File: config.mk
export PLATFORM = sky130hd
export DESIGN_NAME = bram_arbiter_flat
export DESIGN_NICKNAME = d
export VERILOG_FILES = /design/src/rtl/bram_arb_pkg.sv /design/src/rtl/bram_arbiter_if.sv /design/src/rtl/bram_arbiter_rr_arbiter.sv /design/src/rtl/bram_arbiter.sv /design/src/flat_wrapper.sv
export SDC_FILE = /design/constraint.sdc
export NUM_CORES = 1
export LEC_CHECK = 0
export CAP_MARGIN = 20
export CORE_MARGIN = 2
export CORE_UTILIZATION = 42
export DETAILED_ROUTE_END_ITERATION = 12
export GPL_TIMING_DRIVEN = 0
export PLACE_DENSITY = 0.89
export SYNTH_ARGS = -nofsm -noshare
export SYNTH_HDL_FRONTEND = slang
export SYNTH_SLANG_ARGS = --single-unit
File: constraint.sdc
create_clock -name clk -period 4.5 [get_ports clk]
set_input_delay 1.35 -clock clk [delete_from_list [all_inputs] [get_ports clk]]
set_output_delay 1.35 -clock clk [all_outputs]
set_load 0.05 [all_outputs]
File: src/rtl/bram_arb_pkg.sv
// Shared types and defaults for the two-port BRAM arbiter.
package bram_arb_pkg;

    localparam int unsigned NumReq        = 2;
    localparam int unsigned DefAddrW      = 8;
    localparam int unsigned DefDataW      = 8;
    localparam int unsigned DefTimeoutCyc = 15;
    // Wide enough for the largest supported timeout (255).
    localparam int unsigned CntW          = 8;

    typedef enum logic [1:0] {
        StIdle,
        StIssue,
        StWait,
        StDone
    } state_e;

endpackage

File: src/rtl/bram_arbiter_if.sv
// Requester and BRAM-side signal bundle for bram_arbiter.
// The master side is the environment (requesters plus BRAM); the slave side is the arbiter.
interface bram_arbiter_if import bram_arb_pkg::*; #(
    parameter int unsigned ADDR_W = DefAddrW,
    parameter int unsigned DATA_W = DefDataW
);
    logic [NumReq-1:0]        req;
    logic [NumReq-1:0]        req_we;
    logic [NumReq*ADDR_W-1:0] req_addr;
    logic [NumReq*DATA_W-1:0] req_wdata;
    logic [NumReq-1:0]        gnt;
    logic [NumReq-1:0]        ack;
    logic                     err;
    logic [DATA_W-1:0]        rdata;
    logic                     busy;
    logic [ADDR_W-1:0]        bram_address;
    logic [DATA_W-1:0]        bram_data_in;
    logic                     bram_wr_en;
    logic                     bram_rd_en;
    logic [DATA_W-1:0]        bram_data_out;
    logic                     bram_op_done;

    modport master (
        output req, req_we, req_addr, req_wdata, bram_data_out, bram_op_done,
        input  gnt, ack, err, rdata, busy, bram_address, bram_data_in, bram_wr_en, bram_rd_en
    );

    modport slave (
        input  req, req_we, req_addr, req_wdata, bram_data_out, bram_op_done,
        output gnt, ack, err, rdata, busy, bram_address, bram_data_in, bram_wr_en, bram_rd_en
    );
endinterface

File: src/rtl/bram_arbiter_rr_arbiter.sv
// Combinational two-input round-robin selector: ptr names the requester with priority.
module rr_arbiter (
    input  logic [1:0] req,
    input  logic       ptr,
    output logic [1:0] win
);

    // Priority requester wins if asking, otherwise the other one.
    always_comb begin
        win = 2'b00;
        if (ptr) begin
            if (req[1])      win = 2'b10;
            else if (req[0]) win = 2'b01;
        end else begin
            if (req[0])      win = 2'b01;
            else if (req[1]) win = 2'b10;
        end
    end

endmodule

File: src/rtl/bram_arbiter.sv
// Two-requester round-robin sequencer in front of a single-port BRAM.
// Each grant issues exactly one enable pulse, waits for op_done (or a timeout)
// and returns a one-cycle ack. All outputs are registered.
module bram_arbiter import bram_arb_pkg::*; #(
    parameter int unsigned ADDR_W      = DefAddrW,
    parameter int unsigned DATA_W      = DefDataW,
    parameter int unsigned TIMEOUT_CYC = DefTimeoutCyc
) (
    input  logic           clk,
    input  logic           rst_n,
    bram_arbiter_if.slave  bus
);

    state_e              state_q, state_d;
    logic [NumReq-1:0]   gnt_q, gnt_d;
    logic [NumReq-1:0]   ack_q, ack_d;
    logic                err_q, err_d;
    logic [DATA_W-1:0]   rdata_q, rdata_d;
    logic                busy_q, busy_d;
    logic [ADDR_W-1:0]   addr_q, addr_d;
    logic [DATA_W-1:0]   wdata_q, wdata_d;
    logic                we_q, we_d;
    logic                wr_en_q, wr_en_d;
    logic                rd_en_q, rd_en_d;
    logic                ptr_q, ptr_d;
    logic [CntW-1:0]     cnt_q, cnt_d;
    logic [1:0]          win;
    logic                win_we;

    rr_arbiter u_rr (
        .req (bus.req),
        .ptr (ptr_q),
        .win (win)
    );

    assign win_we = win[1] ? bus.req_we[1] : bus.req_we[0];

    // Next-state and registered-output logic.
    always_comb begin
        state_d = state_q;
        gnt_d   = gnt_q;
        ack_d   = '0;
        err_d   = 1'b0;
        rdata_d = rdata_q;
        addr_d  = addr_q;
        wdata_d = wdata_q;
        we_d    = we_q;
        wr_en_d = 1'b0;
        rd_en_d = 1'b0;
        ptr_d   = ptr_q;
        cnt_d   = cnt_q;
        unique case (state_q)
            StIdle: begin
                if (|win) begin
                    gnt_d   = win;
                    we_d    = win_we;
                    addr_d  = win[1] ? bus.req_addr[2*ADDR_W-1:ADDR_W] : bus.req_addr[ADDR_W-1:0];
                    wdata_d = win[1] ? bus.req_wdata[2*DATA_W-1:DATA_W] : bus.req_wdata[DATA_W-1:0];
                    // Enables are registered, so they rise together with ISSUE.
                    wr_en_d = win_we;
                    rd_en_d = ~win_we;
                    ptr_d   = ~win[1];
                    state_d = StIssue;
                end
            end
            StIssue: begin
                cnt_d   = '0;
                state_d = StWait;
            end
            StWait: begin
                if (bus.bram_op_done) begin
                    if (!we_q) rdata_d = bus.bram_data_out;
                    ack_d   = gnt_q;
                    state_d = StDone;
                end else if (cnt_q == CntW'(TIMEOUT_CYC)) begin
                    err_d   = 1'b1;
                    ack_d   = gnt_q;
                    state_d = StDone;
                end else begin
                    cnt_d = cnt_q + 1'b1;
                end
            end
            StDone: begin
                gnt_d   = '0;
                state_d = StIdle;
            end
            default: state_d = StIdle;
        endcase
        busy_d = (state_d != StIdle);
    end

    // State and output registers.
    always_ff @(posedge clk or negedge rst_n) begin
        if (!rst_n) begin
            state_q <= StIdle;
            gnt_q   <= '0;
            ack_q   <= '0;
            err_q   <= 1'b0;
            rdata_q <= '0;
            busy_q  <= 1'b0;
            addr_q  <= '0;
            wdata_q <= '0;
            we_q    <= 1'b0;
            wr_en_q <= 1'b0;
            rd_en_q <= 1'b0;
            ptr_q   <= 1'b0;
            cnt_q   <= '0;
        end else begin
            state_q <= state_d;
            gnt_q   <= gnt_d;
            ack_q   <= ack_d;
            err_q   <= err_d;
            rdata_q <= rdata_d;
            busy_q  <= busy_d;
            addr_q  <= addr_d;
            wdata_q <= wdata_d;
            we_q    <= we_d;
            wr_en_q <= wr_en_d;
            rd_en_q <= rd_en_d;
            ptr_q   <= ptr_d;
            cnt_q   <= cnt_d;
        end
    end

    assign bus.gnt          = gnt_q;
    assign bus.ack          = ack_q;
    assign bus.err          = err_q;
    assign bus.rdata        = rdata_q;
    assign bus.busy         = busy_q;
    assign bus.bram_address = addr_q;
    assign bus.bram_data_in = wdata_q;
    assign bus.bram_wr_en   = wr_en_q;
    assign bus.bram_rd_en   = rd_en_q;

endmodule

File: src/flat_wrapper.sv
// flat-port wrapper written by rule: the top's interface ports become plain ports
module bram_arbiter_flat import bram_arb_pkg::*;
#(
    parameter int unsigned ADDR_W      = DefAddrW,
    parameter int unsigned DATA_W      = DefDataW,
    parameter int unsigned TIMEOUT_CYC = DefTimeoutCyc
)
  (clk, rst_n, bus_req, bus_req_we, bus_req_addr, bus_req_wdata, bus_bram_data_out, bus_bram_op_done, bus_gnt, bus_ack, bus_err, bus_rdata, bus_busy, bus_bram_address, bus_bram_data_in, bus_bram_wr_en, bus_bram_rd_en);
  bram_arbiter_if #(.ADDR_W(ADDR_W), .DATA_W(DATA_W)) bus_i ();
  input  logic clk;
  input  logic rst_n;
  input wire logic [$bits(bus_i.req)-1:0] bus_req;
  input wire logic [$bits(bus_i.req_we)-1:0] bus_req_we;
  input wire logic [$bits(bus_i.req_addr)-1:0] bus_req_addr;
  input wire logic [$bits(bus_i.req_wdata)-1:0] bus_req_wdata;
  input wire logic [$bits(bus_i.bram_data_out)-1:0] bus_bram_data_out;
  input wire logic [$bits(bus_i.bram_op_done)-1:0] bus_bram_op_done;
  output wire logic [$bits(bus_i.gnt)-1:0] bus_gnt;
  output wire logic [$bits(bus_i.ack)-1:0] bus_ack;
  output wire logic [$bits(bus_i.err)-1:0] bus_err;
  output wire logic [$bits(bus_i.rdata)-1:0] bus_rdata;
  output wire logic [$bits(bus_i.busy)-1:0] bus_busy;
  output wire logic [$bits(bus_i.bram_address)-1:0] bus_bram_address;
  output wire logic [$bits(bus_i.bram_data_in)-1:0] bus_bram_data_in;
  output wire logic [$bits(bus_i.bram_wr_en)-1:0] bus_bram_wr_en;
  output wire logic [$bits(bus_i.bram_rd_en)-1:0] bus_bram_rd_en;
  assign bus_i.req = bus_req;
  assign bus_i.req_we = bus_req_we;
  assign bus_i.req_addr = bus_req_addr;
  assign bus_i.req_wdata = bus_req_wdata;
  assign bus_i.bram_data_out = bus_bram_data_out;
  assign bus_i.bram_op_done = bus_bram_op_done;
  assign bus_gnt = bus_i.gnt;
  assign bus_ack = bus_i.ack;
  assign bus_err = bus_i.err;
  assign bus_rdata = bus_i.rdata;
  assign bus_busy = bus_i.busy;
  assign bus_bram_address = bus_i.bram_address;
  assign bus_bram_data_in = bus_i.bram_data_in;
  assign bus_bram_wr_en = bus_i.bram_wr_en;
  assign bus_bram_rd_en = bus_i.bram_rd_en;
  bram_arbiter #(.ADDR_W(ADDR_W), .DATA_W(DATA_W), .TIMEOUT_CYC(TIMEOUT_CYC)) u_core (.clk(clk), .rst_n(rst_n), .bus(bus_i));
endmodule
* Word-level counts from Yosys, hierarchy flattened *
Cells that the tools add are included.

word-level totals
  flip-flop bits (word level) = 44
  input port bits = 47
  output and inout bits = 32

cells by class
  multiplexer cells = 27
  add/sub/neg operators = 1
  reduce and logical (&&, ||, !) cells = 9
  bitwise logic cells = 3
  eq/ne operators = 7

operators with widths
  cell                                                    count
  2-to-1 mux 8 bit                                        4
  2-to-1 mux 2 bit                                        11
  one-hot mux 8 bit (2 select lines)                      1
  2-to-1 mux 1 bit                                        9
  adder 8 x 1 -> 8 bit (second input constant)            1
  equality test 8 x 4 -> 1 bit (second input constant)    1
  one-hot mux 2 bit (4 select lines)                      1
  AND reduction 3 bit                                     2
  nonzero test 2 bit                                      3
  equality test 2 bit (second input constant)             2
  inequality test 2 bit (second input constant)           2
  one-hot mux 2 bit (2 select lines)                      1
  AND reduction 2 bit                                     2
  inverter 1 bit                                          3
  equality test 2 x 1 -> 1 bit (second input constant)    1
  zero test 2 bit                                         1
  inequality test 2 x 1 -> 1 bit (second input constant)  1
  OR reduction 2 bit                                      1

* Depth between registers and ports, before layout *
Gate-level depths: netlist of run 1.

  word-level depth = 7
  gate-level depth with buffers = 7
  mapped depth without buffers = 6

* Cells and area by module *
A second synthesis of run 1 with hierarchy kept.

unflattened totals
  cell total of the unflattened synthesis = 181
  area total of the unflattened synthesis = 2,029.4 µm²

modules (own cells, without submodules)
  module        seq. area each (µm²)  times used  area an instance (µm²)  cells each
  bram_arbiter  1,101.1               1           2,010.7                 178
  rr_arbiter    0.0                   1           18.8                    3

* Worst setup path after synthesis of run 1 *
OpenSTA, ideal clock, no wires.

  kind = input -> register
  start point = in bus_req[0]
  end point = reg u_core.addr_q[0], in the netlist u_core.bus.bram_address[0]
  cell stages on the path = 7
  path slack = 2,197 ps
  library setup time = 133 ps
  data arrival time = 2,170 ps
  path buffers = 3
  cell sequence = buf_4 inv_2 o21ai_2 buf_6 buf_8 mux2i_1 o21ai_0

between the ends
  longest elaborated chain between the ends = 5

RTL lines
  item                                  RTL line                       RTL
  start: declaration                    flat_wrapper.sv:12             input wire logic [$bits(bus_i.req)-1:0] bus_req;
  2-to-1 mux 1 bit                      bram_arbiter_rr_arbiter.sv:13  else if (req[0]) win = 2'b01;
  2-to-1 mux 2 bit                      bram_arbiter_rr_arbiter.sv:12  if (req[1]) win = 2'b10;
  2-to-1 mux 2 bit (*)                  bram_arbiter_rr_arbiter.sv:11  if (ptr) begin
  OR reduction 2 bit                    bram_arbiter.sv:54             if (|win) begin
  AND reduction 2 bit (no source line)  n/a
  end signal: assignment                bram_arbiter.sv:115            addr_q <= addr_d;
  end: declaration                      bram_arbiter.sv:20             logic [ADDR_W-1:0] addr_q, addr_d;

Every way passes the cells marked *; elsewhere a longest branch is shown, timed or not.
A chain may end at the register's enable or synchronous reset.

* Worst setup path after layout of run 1 *
  start point = reg u_core.gnt_q[0], in the netlist u_core.bus.gnt[0]
  end point = out bus_gnt[0]

RTL lines
  item                      RTL line             RTL
  start: declaration        bram_arbiter.sv:15   logic [NumReq-1:0] gnt_q, gnt_d;
  start signal: assignment  bram_arbiter.sv:110  gnt_q <= gnt_d;
  end: declaration          flat_wrapper.sv:18   output wire logic [$bits(bus_i.gnt)-1:0] bus_gnt;

No word-level cell between the ends.

==> impl_metrics.sql, run 1 <==
INSERT INTO impl_metrics (metric_group, metric, value, unit) VALUES
('pwr', 'post-layout-total-power', '2.11', 'mW'),
('worst_setup_path', 'cp.buffers_inverters', '1', ''),
('timing', 'final.hold.worst_slack', '0.485', 'ns'),
('synth', 'area_share_of_the_largest_cell_type_after_synthesis', '54.0', '%'),
('synth', 'ys.warnings.count', '0', ''),
('timing', 'max_freq', '350', 'MHz'),
('timing', 'worstMarginPinSlew', '0.530', 'ns'),
('synth', 'synthesis.area_per_instance', '11.3', 'um2'),
('pwr', 'switching_power', '948', 'uW'),
('die', 'die_width', '73.7', 'um'),
('worst_setup_path', 'critical_path.cell_chain', 'clkdlybuf4s50_1', ''),
('timing', 'final_max_slew_viol_count', '0', ''),
('clocking', 'cts-htree-levels', '2', ''),
('synth', 'post_synth_design_cell_area', '2040', 'um2'),
('routing', 'met1_length', '1970', 'um'),
('die', 'die-area', '5430', 'um2'),
('timing', 'worst_slew_margin_rel', '64.6', '%'),
('run', 'drv.max_cap_violation_count', '0', ''),
('global_route', 'global_route_wire_length_before_repair', '7290', 'um'),
('clocking', 'cts.reportedPaths.clkPinSlew', '0.08', 'ns'),
('cells_and_area', 'antennaDiodeCount', '0', ''),
('routing', 'drt-pass1-iter-count', '4', ''),
('clocking', 'cts_max_path_buffers', '2', ''),
('routing', 'wl', '4690', 'um'),
('run_status', 'status', 'completed', ''),
('synth', 'synth_top_area_cell', 'sky130_fd_sc_hd__dfrtp_1', ''),
('die', 'floorplan.io_pins', '79', ''),
('timing', 'grt_setup_unrepaired', 'false', ''),
('clocking', 'cts-buffers-inserted', '5', ''),
('synth', 'seq_area_frac_synth', '54.0', '%'),
('worst_setup_path', 'worstPathMaxFanout', '4', ''),
('synth', 'netlist_instances', '181', ''),
('timing', 'finalWorstPathRequiredPeriod', '2.86', 'ns'),
('die', 'coreArea', '4690', 'um2'),
('place', 'place_inst', '312', ''),
('worst_setup_path', 'cp.arrival', '1.51', 'ns'),
('routing', 'wl_met3', '232', 'um'),
('global_route', 'grt_remaining_overflow', '0', ''),
('global_route', 'maximum_number_of_pins_on_one_net_before_global_route_repair', '28', ''),
('clocking', 'clock_insertion_delay_worst_skew', '0.29', 'ns'),
('die', 'start_util', '43.5', '%'),
('cells_and_area', 'final_cell_area', '3010', 'um2'),
('clocking', 'cts_tree', 'built', ''),
('cells_and_area', 'nets', '317', ''),
('clocking', 'clockRootBuffer', 'sky130_fd_sc_hd__clkbuf_8', ''),
('routing', 'post-route-drc-count', '0', ''),
('synth', 'yosys_register_bits', '44', ''),
('synth', 'syn-num-nets', '233', ''),
('worst_setup_path', 'start_kind', 'flop', ''),
('pwr', 'power_leakage', '1.39', 'nW'),
('place', 'routabilityCongestion', '0.766', ''),
('timing', 'postLayoutSetupSlackWorst', '1.64', 'ns'),
('routing', 'post_drt_via_cell_ratio', '5.10', ''),
('routing', 'first_iter_violations', '51', ''),
('worst_hold_path', 'timing.hold.worst.class', 'reg2reg', ''),
('routing', 'detail-route-antenna-nets', '0', ''),
('die', 'placement_rows', '25', ''),
('clocking', 'cts.repair.resized', '0', ''),
('pwr', 'power_frac_seq', '30.8', '%'),
('worst_setup_path', 'slowest_stage', 'sky130_fd_sc_hd__clkdlybuf4s50_1', ''),
('routing', 'route.met2.wl', '2410', 'um'),
('place', 'portBuffers', '76', ''),
('global_route', 'groute.usage.overall', '17.8', '%'),
('timing', 'number_of_setup_violations_in_the_final_report', '0', ''),
('cells_and_area', 'ratio_of_cells_with_drive_above_1_in_the_final_layout', '11.7', '%'),
('cells_and_area', 'post_layout_nonfiller_instances', '320', ''),
('pwr', 'power_switching_share', '44.9', '%'),
('synth', 'synth_cell_types', '39', ''),
('pwr', 'cell_internal_pwr', '1.16', 'mW'),
('die', 'fp.dieH', '73.7', 'um'),
('timing', 'fin_worst_skew', '0.00513', 'ns');
-- worst paths after layout --
| path | start | end | slack [ns] | cells past startpoint |
|---|---|---|---|---|
| max | u_core.bus.gnt[0] | bus_gnt[0] | 1.64 | 1 |
| min | u_core.bus.bram_address[0] | u_core.bus.bram_address[0] | 0.49 | 2 |
| max reg2reg | u_core.state_q[0] | u_core.cnt_q[6] | 2.77 | 7 |
| min reg2reg | u_core.bus.bram_address[0] | u_core.bus.bram_address[0] | 0.49 | 2 |
| max in group asynchronous | rst_n | u_core.bus.bram_data_in[1] | 3.03 | 2 |
| min in group asynchronous | rst_n | u_core.bus.rdata[3] | 0.98 | 1 |
-- synthesized netlist by cell type (all sizes together) --
cell type / number
dfrtp: 44
nand2: 23
mux2i: 21
o21ai: 20
inv: 8
mux2: 8
buf: 6
nand3: 6
ha: 5
nor2: 5
nor2b: 4
a21oi: 3
and3: 3
clkbuf: 3
a31oi: 2
and4: 2
nand2b: 2
nand4: 2
nor3: 2
nor4: 2
o31ai: 2
a22o: 1
a32oi: 1
o211ai: 1
o21bai: 1
o22ai: 1
o32ai: 1
or2: 1
xor2: 1
-- layout make-up --
cell class                      count  area [um2]
Timing Repair Buffer               77         776
Inverter                            8        30.0
Clock inverter                      1        30.0
Clock buffer                        7        96.3
Sequential cell                    44        1100
Multi-Input combinational cell    120         846
Buffer                              9        62.6
Fill cell                         390        1680
Tap cell                           54        67.6
-- registers in the layout, indices dropped and copies added, names as in the netlist, 2 cells and up --
| signal | cells |
|---|---|
| u_core.bus.bram_address | 8 |
| u_core.bus.ack | 2 |
| u_core.bus.bram_data_in | 8 |
| u_core.cnt_q | 8 |
| u_core.bus.rdata | 8 |
| u_core.state_q | 2 |
| u_core.bus.gnt | 2 |
-- power by group through the flow --
stage | combinational, mW | sequential (mW) | clock (mW)
2_1_floorplan | 0.328 | 1.08 | 0
3_3_place_gp | 1.12 | 0.645 | 0
3_5_place_dp | 1.14 | 0.657 | 0
4_1_cts | 1.15 | 0.651 | 0.332
5_1_grt | 1.21 | 0.667 | 0.351
6_report | 1.13 | 0.650 | 0.324
-- logic make-up (layout without fill, tap and decap cells) --
logic type      after synthesis  after routing  share of synthesized area, %
compound gates               33             33                          9.69
xor+xnor                      1              1                         0.430
fa+ha+maj                     5              5                          3.07
buf+inv                      17            102                          4.54
flops                        44             44                          54.0
mux                          29             29                          14.7
simple gates                 52             52                          13.6
-- per-layer routing --
metal  vias to the layer above  global-route usage, %
li1                        799                      -
met1                       775                   20.9
met2                        50                   31.0
met3                         7                   5.21
met4                         0                   5.66
met5                         -                      0
-- cells in the final DEF, fill, tap and decap left out, drive strengths merged, types with 3 or more instances in the layout --
master and count:
inv 8, dfrtp 44, nor2 5, nand3 6, clkdlybuf4s50 75, mux2 8, o21ai 20, mux2i 21
and3 3, nor2b 4, clkbuf 10, a21oi 3, ha 5, buf 8, nand2 23
Note: power is estimated with default switching activity, not from simulation.
==> run 2: changes to the inputs <==
clock period = 2.9 ns   (was 4.5 ns; I/O delays follow)
==> results of run 2 <==
Same layout as run 1 (identical final DEF). Status: completed.
Main changes from that run: setup slack after placement 1.70 ns -> 0.582 ns; setup slack after layout 1.64 ns -> 0.522 ns; register-to-register setup slack 2.77 ns -> 1.17 ns; total power 2.11 mW -> 3.27 mW; worst IR drop on VDD 0.396 mV -> 0.615 mV
==> run 3: changes to the inputs <==
clock period = 2.2 ns   (was 2.9 ns; I/O delays follow)
==> run 3 against run 2 <==
Compared with the run above: final cell count did not move; count of clock-buffer cells in the layout is the same; routed wire length up 0.13%; non-clock buffer count unchanged; via count shrank 0.12%; utilization grew 0.11 points; first-iteration DRC count stayed put; hold slack worse by 0.19 ns; power is 32% higher; setup slack got worse by 0.46 ns; critical path type unchanged; critical endpoint is now bus_bram_data_in[7]; largest cell class unchanged.
==> impl_metrics.sql, run 3 (synthesis gave the netlist of run 1 again) <==
INSERT INTO impl_metrics (metric_group, metric, value, unit) VALUES
('global_route', 'global_route_wire_length_before_repair', '7290', 'um'),
('worst_setup_path', 'cp_slowest_stage_delay', '0.82', 'ns'),
('worst_setup_path', 'worstPathMaxFanout', '2', ''),
('clocking', 'holdBufCountCts', '0', ''),
('worst_setup_path', 'slowest_stage', 'sky130_fd_sc_hd__clkdlybuf4s50_1', ''),
('cells_and_area', 'post_layout_nonfiller_instances', '320', ''),
('global_route', 'grt-busiest-layer', 'met2', ''),
('routing', 'first_iter_violations', '51', ''),
('place', 'portBuffers', '76', ''),
('worst_setup_path', 'critical_path.cell_chain', 'clkdlybuf4s50_1', ''),
('die', 'die-area', '5430', 'um2'),
('clocking', 'cts_tree', 'built', ''),
('timing', 'max_freq', '468', 'MHz'),
('timing', 'grt_setup_unrepaired', 'false', ''),
('run', 'drv.max_cap_violation_count', '0', ''),
('pwr', 'power.share.clock', '15.4', '%'),
('routing', 'post-route-drc-count', '0', ''),
('place', 'place_inst', '312', ''),
('pwr', 'power_frac_seq', '30.8', '%'),
('timing', 'hold_violations', '0', ''),
('place', 'post-place-ws', '0.0920', 'ns'),
('routing', 'routed-via-count', '1629', ''),
('global_route', 'maximum_number_of_pins_on_one_net_before_global_route_repair', '28', ''),
('pwr', 'switching_power', '1.94', 'mW'),
('run_status', 'status', 'completed', ''),
('die', 'fp.dieH', '73.7', 'um'),
('worst_setup_path', 'worst_r2r_startpoint', 'u_core.state_q[0]', ''),
('worst_setup_path', 'crit_required', '1.54', 'ns'),
('worst_setup_path', 'end_kind', 'primary output', ''),
('global_route', 'groute.usage.overall', '17.8', '%'),
('place', 'routabilityCongestion', '0.766', ''),
('cells_and_area', 'ratio_of_cells_with_drive_above_1_in_the_final_layout', '11.7', '%'),
('pwr', 'power_switching_share', '45.0', '%'),
('die', 'die_width', '73.7', 'um'),
('timing', 'final_max_slew_viol_count', '0', ''),
('timing', 'finalWorstPathRequiredPeriod', '2.14', 'ns'),
('pwr', 'ratio_of_total_power_to_cell_area', '1430', 'nW/um2'),
('worst_hold_path', 'timing.hold.worst.class', 'in2async', ''),
('timing', 'final_min_period_over_clock_period', '97.1', '%'),
('clocking', 'clockRootBuffer', 'sky130_fd_sc_hd__clkbuf_8', ''),
('clocking', 'cts.reportedPaths.clkPinSlew', '0.08', 'ns'),
('worst_setup_path', 'cp.buffers_inverters', '1', ''),
('cells_and_area', 'syn_to_final_growth', '47.8', '%'),
('timing', 'final.hold.worst_slack', '0.295', 'ns'),
('global_route', 'grt_antenna_before_repair', '0', ''),
('clocking', 'post-cts-setup-buffer-count', '0', ''),
('die', 'floorplan.io_pins', '79', ''),
('worst_setup_path', 'critical_path.top_delay_family', 'buffers and inverters', ''),
('global_route', 'first_global_vias', '1537', ''),
('clocking', 'clock_insertion_delay_worst_skew', '0.29', 'ns'),
('timing', 'final.setup.tns', '0', 'ns'),
('pwr', 'cell_internal_pwr', '2.37', 'mW'),
('timing', 'postLayoutSetupSlackWorst', '0.0630', 'ns'),
('cells_and_area', 'layout_common_cells', '73 x sky130_fd_sc_hd__clkdlybuf4s50_1, 44 x sky130_fd_sc_hd__dfrtp_1, 23 x sky130_fd_sc_hd__nand2_1', ''),
('global_route', 'grt_remaining_overflow', '0', ''),
('cells_and_area', 'utilization', '64.2', '%'),
('worst_setup_path', 'cp.arrival', '1.48', 'ns'),
('global_route', 'globalRouteMet1Util', '20.9', '%'),
('routing', 'wl_per_cell', '14.7', 'um'),
('clocking', 'cts-buffers-inserted', '5', ''),
('clocking', 'cts_max_path_buffers', '2', ''),
('worst_setup_path', 'r2r.worst_path.cells', '7', ''),
('timing', 'worstMarginPinSlew', '0.530', 'ns'),
('clocking', 'numClockSinks', '44', ''),
('die', 'coreArea', '4690', 'um2'),
('routing', 'drt-pass1-iter-count', '4', ''),
('routing', 'post_drt_via_cell_ratio', '5.09', ''),
('worst_setup_path', 'timing_worst_setup_path_type', 'reg2out', ''),
('global_route', 'gr-usage-met3', '5.21', '%'),
('clocking', 'cts-htree-levels', '2', ''),
('die', 'start_util', '43.5', '%'),
('worst_setup_path', 'regToRegSetupSlack', '0.47', 'ns'),
('worst_setup_path', 'destination_of_the_worst_register_to_register_timing_path', 'u_core.cnt_q[6]', ''),
('timing', 'fin_worst_skew', '0.00506', 'ns'),
('global_route', 'grt.met2_usage', '31.0', '%'),
('pwr', 'share_comb_of_total_power', '53.8', '%'),
('die', 'placement_rows', '25', ''),
('clocking', 'cts.repair.resized', '0', ''),
('timing', 'worst_slew_margin_rel', '64.6', '%'),
('place', 'detailedPlacementHpwl', '3700', 'um'),
('routing', 'detail-route-antenna-nets', '0', ''),
('pwr', 'vdd_ir_drop_max', '0.813', 'mV'),
('cells_and_area', 'final_common_cell', 'sky130_fd_sc_hd__clkdlybuf4s50_1', ''),
('timing', 'number_of_setup_violations_in_the_final_report', '0', ''),
('cells_and_area', 'antennaDiodeCount', '0', ''),
('pwr', 'power_leakage', '1.42', 'nW'),
('worst_setup_path', 'start_kind', 'flop', ''),
('cells_and_area', 'nets', '317', ''),
('routing', 'wl', '4690', 'um');
run 3: cell count changes in the layout (fill, tap and decap cells not counted), sizes merged:
| cell | previous run | this run |
|---|---|---|
| dlymetal6s2s | 0 | 2 |
| clkdlybuf4s50 | 75 | 73 |
run 3: worst max path at each step:
stage | startpoint | slack [ns] | to | cells after the start
6_report | u_core.bus.bram_data_in[7] | 0.06 | bus_bram_data_in[7] | 1
5_1_grt | u_core.bus.bram_address[6] | 0.02 | bus_bram_address[6] | 1
4_1_cts | u_core.bus.gnt[1] | 0.02 | bus_gnt[1] | 1
3_5_place_dp | bus_bram_op_done | 0.09 | u_core.cnt_q[6] | 6
3_3_place_gp | rst_n | -0.67 | u_core.bus.rdata[6] | 1
2_1_floorplan | bus_req[0] | 0.59 | u_core.bus.bram_address[0] | 7
run 3: layout make-up:
class,count,area [um2]
Clock inverter,1,30.0
Multi-Input combinational cell,120,846
Fill cell,388,1680
Tap cell,54,67.6
Sequential cell,44,1100
Clock buffer,7,96.3
Timing Repair Buffer,77,781
Buffer,9,62.6
Inverter,8,30.0
run 3: through the flow:
step	area [um2]	power, mW
floorplan	2040	2.87
global placement	2870	3.61
detailed placement	2880	3.68
CTS	3010	4.36
global route	3010	4.56
finish	3010	4.31
run 3: power by group through the flow:
| stage | sequential (mW) | clock (mW) | combinational [mW] |
|---|---|---|---|
| after floorplan | 2.20 | 0 | 0.671 |
| after global placement | 1.32 | 0 | 2.29 |
| after detailed placement | 1.34 | 0 | 2.34 |
| after CTS | 1.33 | 0.680 | 2.35 |
| after global routing | 1.36 | 0.717 | 2.48 |
| final | 1.33 | 0.663 | 2.32 |
run 3: per-layer routing:
metal / part of all wire, % / routed length, um
met5: 0 / 0
met4: 1.5 / 72
met3: 4.8 / 224
met2: 52 / 2420
met1: 42 / 1980
